--- src/rtl/fb_port_arbiter.sv ---
// Frame-buffer port arbiter: display scan-out reads take the single RAM port during
// active video, and posted writer requests drain from a small queue during blanking.
module fb_port_arbiter #(
    parameter int ADDR_W   = 19,
    parameter int DATA_W   = 12,
    parameter int FB_SIZE  = 307200,
    parameter int RD_LAT   = 1,
    parameter int WQ_DEPTH = 8
) (
    input  logic                          iClk,
    input  logic                          iRst,
    input  logic                          iDE,
    input  logic                          iHS,
    input  logic                          iVS,
    input  logic [ADDR_W-1:0]             iPos,
    input  logic                          iWrValid,
    input  logic [ADDR_W-1:0]             iWrAddr,
    input  logic [DATA_W-1:0]             iWrData,
    output logic                          oWrReady,
    input  logic                          iErrClr,
    output logic                          oMemEn,
    output logic                          oMemWe,
    output logic [ADDR_W-1:0]             oMemAddr,
    output logic [DATA_W-1:0]             oMemWrData,
    input  logic [DATA_W-1:0]             iMemRdData,
    output logic [DATA_W-1:0]             oPixData,
    output logic                          oPixDE,
    output logic                          oPixHS,
    output logic                          oPixVS,
    output logic [$clog2(WQ_DEPTH):0]     oWqLevel,
    output logic                          oAddrErr
);

    localparam int PTR_W  = $clog2(WQ_DEPTH);
    localparam int LVL_W  = PTR_W + 1;
    localparam int PIPE_L = RD_LAT + 2;
    localparam logic [LVL_W-1:0]  LVL_FULL = LVL_W'(WQ_DEPTH);
    localparam logic [ADDR_W:0]   FB_LIMIT = (ADDR_W + 1)'(FB_SIZE);

    logic [ADDR_W-1:0] wqAddrMem [WQ_DEPTH];
    logic [DATA_W-1:0] wqDataMem [WQ_DEPTH];

    logic [PTR_W-1:0]  wrPtrReg;
    logic [PTR_W-1:0]  rdPtrReg;
    logic [LVL_W-1:0]  levelReg;
    logic              addrErrReg;
    logic              memEnReg;
    logic              memWeReg;
    logic [ADDR_W-1:0] memAddrReg;
    logic [DATA_W-1:0] memWrDataReg;
    logic [DATA_W-1:0] pixDataReg;
    logic [PIPE_L-1:0] deLine;
    logic [PIPE_L-1:0] hsLine;
    logic [PIPE_L-1:0] vsLine;

    logic inRange;
    logic doAccept;
    logic doPush;
    logic doPop;
    logic errSet;

    // Ready is forced low while reset is held so the writer cannot post into a dead queue.
    assign oWrReady = iRst && (levelReg != LVL_FULL);
    assign inRange  = {1'b0, iWrAddr} < FB_LIMIT;
    assign doAccept = iWrValid && oWrReady;
    assign doPush   = doAccept && inRange;
    assign errSet   = doAccept && !inRange;
    assign doPop    = !iDE && (levelReg != '0);

    always_ff @(posedge iClk) begin
        if (doPush) begin
            wqAddrMem[wrPtrReg] <= iWrAddr;
            wqDataMem[wrPtrReg] <= iWrData;
        end
    end

    always_ff @(posedge iClk or negedge iRst) begin
        if (!iRst) begin
            wrPtrReg     <= '0;
            rdPtrReg     <= '0;
            levelReg     <= '0;
            addrErrReg   <= 1'b0;
            memEnReg     <= 1'b0;
            memWeReg     <= 1'b0;
            memAddrReg   <= '0;
            memWrDataReg <= '0;
        end else begin
            if (doPush) wrPtrReg <= wrPtrReg + PTR_W'(1);
            if (doPop)  rdPtrReg <= rdPtrReg + PTR_W'(1);
            case ({doPush, doPop})
                2'b10:   levelReg <= levelReg + LVL_W'(1);
                2'b01:   levelReg <= levelReg - LVL_W'(1);
                default: levelReg <= levelReg;
            endcase
            if (errSet)       addrErrReg <= 1'b1;
            else if (iErrClr) addrErrReg <= 1'b0;
            // Display read always wins; a pop only happens when the beam is idle.
            if (iDE) begin
                memEnReg   <= 1'b1;
                memWeReg   <= 1'b0;
                memAddrReg <= iPos;
            end else if (doPop) begin
                memEnReg     <= 1'b1;
                memWeReg     <= 1'b1;
                memAddrReg   <= wqAddrMem[rdPtrReg];
                memWrDataReg <= wqDataMem[rdPtrReg];
            end else begin
                memEnReg <= 1'b0;
                memWeReg <= 1'b0;
            end
        end
    end

    always_ff @(posedge iClk or negedge iRst) begin
        if (!iRst) begin
            deLine[0] <= 1'b0;
            hsLine[0] <= 1'b1;
            vsLine[0] <= 1'b1;
        end else begin
            deLine[0] <= iDE;
            hsLine[0] <= iHS;
            vsLine[0] <= iVS;
        end
    end

    genvar gi;
    generate
        for (gi = 1; gi < PIPE_L; gi++) begin : gDelay
            always_ff @(posedge iClk or negedge iRst) begin
                if (!iRst) begin
                    deLine[gi] <= 1'b0;
                    hsLine[gi] <= 1'b1;
                    vsLine[gi] <= 1'b1;
                end else begin
                    deLine[gi] <= deLine[gi-1];
                    hsLine[gi] <= hsLine[gi-1];
                    vsLine[gi] <= vsLine[gi-1];
                end
            end
        end
    endgenerate

    // RAM word for a read issued RD_LAT+1 edges ago is valid now; capture it alongside the final DE stage.
    always_ff @(posedge iClk or negedge iRst) begin
        if (!iRst)                  pixDataReg <= '0;
        else if (deLine[PIPE_L-2])  pixDataReg <= iMemRdData;
        else                        pixDataReg <= '0;
    end

    assign oMemEn     = memEnReg;
    assign oMemWe     = memWeReg;
    assign oMemAddr   = memAddrReg;
    assign oMemWrData = memWrDataReg;
    assign oPixData   = pixDataReg;
    assign oPixDE     = deLine[PIPE_L-1];
    assign oPixHS     = hsLine[PIPE_L-1];
    assign oPixVS     = vsLine[PIPE_L-1];
    assign oWqLevel   = levelReg;
    assign oAddrErr   = addrErrReg;

endmodule

--- config.mk ---
export PLATFORM = sky130hd
export DESIGN_NAME = fb_port_arbiter
export DESIGN_NICKNAME = d
export VERILOG_FILES = /design/src/rtl/fb_port_arbiter.sv
export SDC_FILE = /design/constraint.sdc
export NUM_CORES = 1
export LEC_CHECK = 0
export CAP_MARGIN = 40
export CORE_MARGIN = 2
export CORE_UTILIZATION = 35
export CTS_BUF_LIST = sky130_fd_sc_hd__clkbuf_4
export DETAILED_ROUTE_END_ITERATION = 10
export PLACE_DENSITY = 0.54
export REMOVE_ABC_BUFFERS = 1
export SLEW_MARGIN = 20
export SYNTH_ARGS = -nofsm -noshare
export SYNTH_HDL_FRONTEND = slang
export SYNTH_SLANG_ARGS = --single-unit
--- constraint.sdc ---
create_clock -name iClk -period 10.4 [get_ports iClk]
set_input_delay 2.6 -clock iClk [delete_from_list [all_inputs] [get_ports iClk]]
set_output_delay 2.6 -clock iClk [all_outputs]
set_load 0.05 [all_outputs]
==> key figures <==
Status
  • Outcome: completed

Layout
  • Synth-to-Final Area Change: 24.6%
  • Final Util: 44.3%
  • Fillers: 2979
  • Highest-count cells in the layout ignoring fill and taps: 248 x edfxtp_1, 137 x clkbuf_4, 120 x clkdlybuf4s50_1
  • Multi-input logic area: 2720 µm²
  • Most common cell after layout, fill and taps aside: edfxtp_1
  • Fin nets: 877
  • Share of layout cells above drive strength 1: ~28%
  • Sequential cell area: 9090 µm²

Logic synthesis
  • Area fraction of the dominant cell type after synthesis: 62.5%
  • Yosys warnings: 0
  • Sequential share of the synthesized area: 76.2%
  • Synthesized area: 11900 µm²
  • Cells after Synth: 615
  • Register bit total from synthesis: 313
  • Mapped Avg Cell Area: 19.4 µm²
  • Top cells by area, synth: edfxtp_1 62%, dfrtp_1 12%, mux4_2 11%
  • Yosys top cell by area: edfxtp_1
  • Synth unique cells: 38

Placement
  • RePlAce Congestion: roughly 0.73
  • Post-place setup slack: ~3.8 ns
  • # port buffers: 122
  • HPWL after DPL: ~14000 µm

Clock network
  • Cts-stage hold buffer count: 0
  • Maximum buffer depth of the clock tree: 3
  • Post-CTS setup buffers: 0
  • Skew-Pair Late Insertion Delay: 0.69 ns
  • Resized Gates After CTS: 0
  • CTS buffer count: 82
  • H-tree Lvls: 3
  • CTS tree: built
  • Clk slew on worst S/H paths: 0.06 ns
  • Root buf cell: clkbuf_4
  • CTS sink cnt: 313

Route
  • Final wirelength: approximately 26000 µm
  • 1st-iter DRT viols: 396
  • Via Count: 6354
  • Vias per std cell: around 4.8
  • Wirelength per Cell: 19.8 µm
  • DRC: 0
  • Initial DRT Pass Iterations: 6
  • Final ANT Viol Nets: 0

Pwr
  • Internal: ~2.6 mW
  • Sw power: roughly 1.2 mW
  • Logic pwr share: 28.5%
  • Clk pwr share: 28.4%
  • Lkg Pwr: 5.11 nW
  • Net Sw Frac: 32.3%
  • Seq pwr share: a little over two fifths
  • VDD IR max: 0.135 mV
  • Pwr Density: 254 nW/µm²

Worst setup path
  • Worst path top cell family by delay: buffers and inverters
  • CP arrival: 3.93 ns
  • CP endpoint kind: primary output
  • Critical setup path kind: in -> out
  • Slowest CP cell: clkdlybuf4s50_1
  • Critical path's largest stage delay: between 0.8 and 0.9 ns
  • Crit-path max FO: 20
  • Crit-path cells: buf_4 -> a21boi_0 -> clkdlybuf4s50_1
  • WP data required: 7.80 ns
  • CP Buf/Inv Count: 2
  • FF-to-FF setup slack: 7.40 ns
  • Crit start category: primary input

Timing
  • Final period util: 62.7%
  • RSZ-0062 raised after global routing: false
  • Final count of hold timing violations: 0
  • Slew @ Worst Pin: 0.713 ns
  • # setup viols final: 0
  • Fmax: between 150 and 200 MHz
  • Worst Clk Skew: 0.0484 ns
  • TNS Setup: 0 ns
  • Slew HR: 52.5%
  • Final WS setup: 3.87 ns
  • Slew Limit Fails: 0
  • Tmin final: 6.53 ns

Global route
  • Antenna violations before repair: 2
  • First-pass GRT wire length: 40500 µm
  • Vias in the first global route: 6980
  • Gr ovfl total: 0
  • Largest net degree at the start of global routing: 55
  • GRT Resource Usage Total: 15.1%

Flow run
  • Number of max-cap violations: 0

Die
  • Total core area: 33500 µm²
  • Die width: around 190 µm
  • Die H: 189 µm
  • Row cnt: 67
  • Initial core utilization: 35.6%
  • Die footprint: between 30000 and 40000 µm²
  • # IOs: 123

Min path
  • Worst hold path type: reg -> reg
metrics by stage:
step	total power, mW	cells	instance area, µm²	hold WS (ns)
after floorplan	2.37	581	11700	0.331
after global placement	2.72	1165	13700	0.333
after detailed placement	2.75	1167	13800	0.337
after CTS	3.84	1317	14800	0.332
after global routing	3.99	1319	14900	0.339
final	3.77	1319	14900	0.333
metal layers:
metal / track usage (%) / part of all wire, % / wire (µm) / vias up
met1: 19.7 / 43 / 11200 / 3221
met2: 24.6 / 49 / 12700 / 212
met4: 4.75 / 1.6 / 430 / 0
li1: - / - / - / 2883
met3: 4.34 / 6.6 / 1710 / 38
met5: 0 / 0 / 0 / -
synth_stat cells:
cell / number
xor2_1: 4
nor4b_1: 1
ha_1: 5
nand3b_1: 2
inv_1: 2
buf_2: 9
buf_4: 5
buf_6: 1
nor4_4: 1
nand2b_1: 4
clkbuf_1: 18
o21ai_0: 14
a2111oi_0: 1
nor3_2: 1
mux4_2: 56
dfrtp_1: 59
mux2_2: 7
a22oi_1: 14
a21oi_1: 2
o21ai_1: 4
nor2b_1: 14
a211o_1: 1
mux2_4: 1
and3_1: 1
a21boi_0: 1
nor4_1: 1
mux2i_1: 5
xnor2_1: 5
edfxtp_1: 248
dfstp_2: 6
nand3_1: 55
buf_12: 1
nor3_1: 4
and2_1: 12
nor2_1: 8
nand2_1: 35
mux4_1: 6
o22ai_1: 1
cells by family after synthesis:
family          share of synthesized area, %
flops                                   76.2
compound gates                          1.98
mux                                     13.1
buf+inv                                 1.58
xor+xnor                               0.661
simple gates                            5.97
fa+ha+maj                              0.525
final cells by class:
cell class	count	share of cell area [%]
clock inverters	13	0.463
flip-flops and latches	313	61.2
diodes	2	0.0337
well taps	448	3.77
repair buffers	138	9.25
multi-input cells	266	18.3
clock buffers	137	6.92
inverters	2	0.0505
flip-flops by register name (all words and copies together) (netlist names), 2 cells and up:
signal,cells
wqAddrMem,152
wqDataMem,96
oMemAddr,19
oMemWrData,12
oPixData,12
oWqLevel,4
rdPtrReg,3
wrPtrReg,3
deLine,2
hsLine,2
vsLine,2
final timing paths:
path                                  start      endpoint  cells past startpoint
worst min register to register    deLine[0]     deLine[1]                      0
worst max-delay path                   iRst      oWrReady                      3
min in group asynchronous              iRst  oMemAddr[17]                      1
max in group asynchronous              iRst   rdPtrReg[0]                      2
worst max register to register  oWqLevel[1]   oWqLevel[2]                     11
worst min-delay path              deLine[0]     deLine[1]                      0
power by group through the flow:
stage | Sequential [mW] | Combinational, mW | Clock (mW)
after global routing | 1.65 | 1.15 | 1.18
final | 1.63 | 1.08 | 1.07
after detailed placement | 1.66 | 1.10 | 0
after CTS | 1.63 | 1.10 | 1.11
after global placement | 1.67 | 1.06 | 0
after floorplan | 1.90 | 0.465 | 0
worst register-to-register path, stage by stage, from the launching register on:
cell and delay (ns):
dfrtp_1 0.48, nor4_4 0.29, buf_4 0.52, nor2_4 0.04
buf_4 0.32, ha_1 0.35, xor2_1 0.17, ha_1 0.19
a21oi_1 0.16, xor2_1 0.17, nor2_1 0.07, xor2_1 0.14
No activity file was read; power rests on OpenSTA's default activity.
